## src/rtl/conv_enc.sv

```systemverilog
// Rate 1/2, K=7 convolutional encoder (G1=171, G2=133 octal).
// Each accepted bit is emitted as an X/Y pair on a serial ready/valid output.
// After the last bit of a burst, TAIL_BITS zero bits are flushed through the
// encoder so that every burst ends, and the next one starts, from the zero state.
module conv_enc #(
  parameter int TAIL_BITS = 8
) (
  input  logic clk,
  input  logic reset,
  input  logic i,
  input  logic i_valid,
  input  logic i_last,
  output logic i_ready,
  output logic o,
  output logic o_valid,
  input  logic o_ready,
  output logic o_last
);

  // The counter must hold TAIL_BITS and still be at least one bit wide when TAIL_BITS is 0.
  localparam int CW = $clog2(TAIL_BITS + 2);

  typedef enum logic {RUN, TAIL} state_t;

  state_t          state_q, state_d;
  logic [5:0]      shift_q, shift_d;
  logic [1:0]      pair_q, pair_d;
  logic            pend_q, pend_d;
  logic            phase_q, phase_d;
  logic            last_q, last_d;
  logic [CW-1:0]   cnt_q, cnt_d;

  logic free;
  logic xfer;
  logic accept;
  logic tail_load;
  logic load;
  logic b;
  logic x_bit;
  logic y_bit;

  // Handshakes, encoder taps and next-state for the shift register, pair register and burst FSM.
  always_comb begin
    free      = !pend_q || (phase_q && o_ready);
    xfer      = pend_q && o_ready;
    accept    = i_valid && (state_q == RUN) && free;
    tail_load = (state_q == TAIL) && free && (cnt_q != '0);
    load      = accept || tail_load;
    b         = accept ? i : 1'b0;
    x_bit     = b ^ shift_q[0] ^ shift_q[1] ^ shift_q[2] ^ shift_q[5];
    y_bit     = b ^ shift_q[1] ^ shift_q[2] ^ shift_q[4] ^ shift_q[5];

    state_d = state_q;
    shift_d = shift_q;
    pair_d  = pair_q;
    pend_d  = pend_q;
    phase_d = phase_q;
    last_d  = last_q;
    cnt_d   = cnt_q;

    if (xfer) begin
      if (!phase_q) begin
        phase_d = 1'b1;
      end else begin
        pend_d = 1'b0;
      end
    end

    if (load) begin
      pair_d  = {x_bit, y_bit};
      pend_d  = 1'b1;
      phase_d = 1'b0;
      shift_d = {shift_q[4:0], b};
      if (accept) begin
        last_d = i_last && (TAIL_BITS == 0);
      end else begin
        last_d = (cnt_q == CW'(1));
      end
    end

    if (accept && i_last) begin
      state_d = TAIL;
      cnt_d   = CW'(TAIL_BITS);
    end

    if (tail_load) begin
      cnt_d = cnt_q - CW'(1);
    end

    if ((state_q == TAIL) && (cnt_q == '0) && free) begin
      state_d = RUN;
    end
  end

  // Output mux: X goes out first, then Y; o_last flags the Y bit of the burst's final pair.
  always_comb begin
    i_ready = (state_q == RUN) && free;
    o       = phase_q ? pair_q[0] : pair_q[1];
    o_valid = pend_q;
    o_last  = pend_q && phase_q && last_q;
  end

  // State registers with synchronous reset back to an idle, zero-state encoder.
  always_ff @(posedge clk) begin
    if (reset) begin
      state_q <= RUN;
      shift_q <= '0;
      pair_q  <= '0;
      pend_q  <= 1'b0;
      phase_q <= 1'b0;
      last_q  <= 1'b0;
      cnt_q   <= '0;
    end else begin
      state_q <= state_d;
      shift_q <= shift_d;
      pair_q  <= pair_d;
      pend_q  <= pend_d;
      phase_q <= phase_d;
      last_q  <= last_d;
      cnt_q   <= cnt_d;
    end
  end

endmodule

```

## config.mk

```make
export PLATFORM = sky130hd
export DESIGN_NAME = conv_enc
export DESIGN_NICKNAME = d
export VERILOG_FILES = /design/src/rtl/conv_enc.sv
export SDC_FILE = /design/constraint.sdc
export NUM_CORES = 1
export LEC_CHECK = 0
export ABC_AREA = 1
export BUFFER_PORTS_ARGS = -buffer_cell sky130_fd_sc_hd__buf_2
export CAP_MARGIN = 20
export CORE_ASPECT_RATIO = 1.25
export CORE_UTILIZATION = 55
export CTS_CLUSTER_SIZE = 25
export DETAILED_ROUTE_END_ITERATION = 8
export PLACE_DENSITY_LB_ADDON = 0.2
export SYNTH_ARGS = -nofsm -noshare
export SYNTH_HDL_FRONTEND = slang
export SYNTH_SLANG_ARGS = --single-unit
```

## constraint.sdc

```tcl
create_clock -name clk -period 1.62 [get_ports clk]
set_input_delay 0.081 -clock clk [delete_from_list [all_inputs] [get_ports clk]]
set_output_delay 0.081 -clock clk [all_outputs]
set_load 0.01 [all_outputs]
```

==> metrics.md <==
| Metric | Value |
|---|---|
| RSZ-0062 raised after global routing | no |
| Worst EP arrival | 1.65 ns |
| Starting Density | about three fifths |
| Setup TNS | 0 ns |
| Max-cap violations | 0 |
| Reg2reg start | cnt_q[1]$_SDFFE_PP0P_ |
| First DRT Iteration DRCs | 5 |
| # DRC | 0 |
| CTS tree | yes |
| Final net count | 140 |
| GR Util All Layers | 21.3% |
| Most used routing layer | met2 |
| Largest net degree at the start of global routing | 17 |
| Critical Path RT | approximately 1.8 ns |
| Net Count, Synth | between 100 and 150 |
| Met2 usage | roughly 37% |
| Syn-to-layout area delta | 12.9% |
| Sequential fraction of the synthesis area | between 30% and 40% |
| Worst hold path type | in2reg |
| Pre-antenna DRT Iters | 4 |
| Clk_skew | about 0.0013 ns |
| CTS sink count | 16 |
| Clk slew on worst S/H paths | approximately 0.10 ns |
| Hold Path Stages | 3 |
| FF+latch count, synth | 16 |
| Die H | approximately 47 um |
| Syn Inst Count | 117 |
| Lkg Pwr | 0.509 nW |
| Final ANT Viol Nets | 0 |
| Minimum hold slack | 0.104 ns |
| Port bufs | 9 |
| Status | finished clean |
| # diodes | 0 |
| Placement Cell Area | between 900 and 1000 um^2 |
| CP Class | reg2reg |
| Slew margin rel. | 73.4% |
| Peak VDD IR | around 0.6 mV |
| RR Endpoint | cnt_q[1]$_SDFFE_PP0P_ |
| Slew Limit Fails | 0 |
| I/O pin cnt | 10 |
| Design area | roughly 1000 um^2 |
| Placed cells | 141 |
| Routability cong. | 0.750 |
| First-pass GRT wire length | roughly 2700 um |
| Post-synth cell types | 30 |
| Worst-case reg-to-reg path depth | 8 |
| FP Rows | 15 |
| Vias in the first global route | just under 700 |
| Syn Area/Cell | 7.62 um^2 |
| Core footprint | 1450 um^2 |
| Worst Max-Slew Pin Slew | about 0.4 ns |
| Final min period | 1.46 ns |
| PD cells | between 900 and 1000 nW/um^2 |
| Max Freq | around 0.7 GHz |
| Clock insertion delay at the later pin of the skew report | approximately 0.28 ns |
| GRT Residual Overflow | 0 |
| Crit path capture type | register |
| H-tree level count | 1 |
| Core Util, Final | 69.7% |
| Fin crit share | between 90% and 100% |
| DR vias | roughly 750 |
| DIE WIDTH | 38.0 um |
| R2R Setup Slk | ~0.16 ns |
| HPWL Detailed | approximately 1200 um |
| Synth warn | 0 |
| CTS root buf | clkbuf_4 |
| Cell area after synthesis | 892 um^2 |
| Initial antenna violation count | 0 |
| CTS Buf Count | 3 |
| Routed len/inst | around 11 um |
| CP Launch Type | register |
| CP Max Fanout | 5 |
| DIE AREA | approximately 1800 um^2 |
| Start point of the critical path | cnt_q[1]$_SDFFE_PP0P_ |
| Grt met3 use | under 10% |
| Avg Vias per Cell | between 5 and 6 |
| Share of layout cells above drive strength 1 | about 25% |
| Final hold vios | 0 |
| Max clock buf depth | 2 |
| Drt total wl | ~1600 um |
| Final setup vio count | 0 |
| Post-Layout Cell Count | between 100 and 150 |
| Grt met1 use | approximately 26% |
| Worst Setup EP | cnt_q[1]$_SDFFE_PP0P_ |
## worst max-delay path, cell delays in order (launching register included)
cell and delay [ns]:
dfxtp_1 0.35, inv_1 0.09, ha_2 0.19, nand3_1 0.14, nand3_4 0.14, buf_4 0.17
o21ai_2 0.07, nor2_1 0.06, o21a_1 0.16
## synth_stat cells
| library cell | count | area share, % |
|---|---|---|
| a21oi_1 | 7 | 3.9 |
| a31oi_1 | 1 | 0.70 |
| and3_1 | 1 | 0.70 |
| buf_12 | 1 | 2.2 |
| buf_2 | 1 | 0.56 |
| dfxtp_1 | 16 | 36 |
| ha_1 | 2 | 2.8 |
| inv_1 | 22 | 9.3 |
| inv_2 | 1 | 0.42 |
| mux2_2 | 1 | 1.3 |
| nand2_1 | 17 | 7.2 |
| nand2_2 | 2 | 1.4 |
| nand2_4 | 2 | 2.5 |
| nand3_1 | 4 | 2.2 |
| nand3_2 | 3 | 3.4 |
| nand3_4 | 1 | 2.0 |
| nand4_1 | 2 | 1.4 |
| nor2_1 | 6 | 2.5 |
| nor2_2 | 3 | 2.1 |
| nor3_1 | 3 | 1.7 |
| nor3b_1 | 1 | 0.84 |
| nor4_1 | 1 | 0.70 |
| o211a_1 | 1 | 1.1 |
| o21a_1 | 1 | 0.84 |
| o21ai_0 | 9 | 5.0 |
| o21ai_1 | 1 | 0.56 |
| o21ai_2 | 3 | 2.9 |
| o21bai_1 | 1 | 0.84 |
| xnor2_1 | 2 | 2.0 |
| xor2_1 | 1 | 0.98 |
## sequential cells by signal, indices dropped and copies added, names as in the netlist
name,flops
shift_q,6
pair_q,2
state_q,1
phase_q,1
cnt_q,4
o_valid,1
last_q,1
## cell type report
type	count	area (um^2)
Fill cell	126	438
Timing Repair Buffer	12	70.1
Inverter	23	86.3
Multi-Input combinational cell	76	472
Clock buffer	4	36.3
Sequential cell	16	322
Tap cell	17	21.3
## routing by layer
layer	vias up	part of all wire, %
met4	0	0.75
met2	4	54
met3	2	1.6
li1	402	-
met1	343	44
met5	-	0
## logic make-up (layout without fill, tap and decap cells)
group | count (synthesis) | in the layout | share of synthesized area (%)
xor+xnor | 3 | 3 | 2.95
mux | 1 | 1 | 1.26
buf+inv | 25 | 39 | 12.5
fa+ha+maj | 2 | 2 | 2.80
simple gates | 46 | 46 | 28.6
compound gates | 24 | 24 | 16.0
flops | 16 | 16 | 35.9
## worst min path at each step
stage,from,to
2_1_floorplan,reset,last_q$_SDFFE_PP0P_
3_3_place_gp,reset,last_q$_SDFFE_PP0P_
3_5_place_dp,reset,last_q$_SDFFE_PP0P_
4_1_cts,i,shift_q[0]$_SDFFE_PP0P_
5_1_grt,i,shift_q[0]$_SDFFE_PP0P_
6_report,i,shift_q[0]$_SDFFE_PP0P_
## through the flow
step	setup WS (ns)	total power [mW]
2_1_floorplan	0.272	0.684
3_3_place_gp	0.173	0.715
3_5_place_dp	0.0597	0.724
4_1_cts	0.0488	0.991
5_1_grt	0.0409	1.06
6_report	0.162	0.991
## placed cells by master, fill, tap and decap left out, types with 2 or more instances in the layout
master	instances
inv_1	22
nand2_1	17
dfxtp_1	15
buf_2	9
o21ai_0	8
a21oi_1	7
nor2_1	6
nand3_1	4
nor2_2	3
nor3_1	3
o21ai_2	3
nand3_2	3
clkbuf_4	3
nand2_2	2
o21ai_1	2
nand4_1	2
xnor2_1	2
buf_4	2
## power breakdown
group / total, mW / internal [mW] / switching [mW]
registers: 0.469 / 0.431 / 0.0374
clock network: 0.267 / 0.137 / 0.130
logic: 0.255 / 0.105 / 0.150
total: 0.991 / 0.673 / 0.318
## repair_timing
item | CTS | global route
resized for setup | 0 | 4
hold endpoints to repair | 2 | 0
setup buffers | 0 | 2
hold buffers | 1 | 0
setup endpoints to repair | 0 | 7
Power figures use the tool's default switching activity.
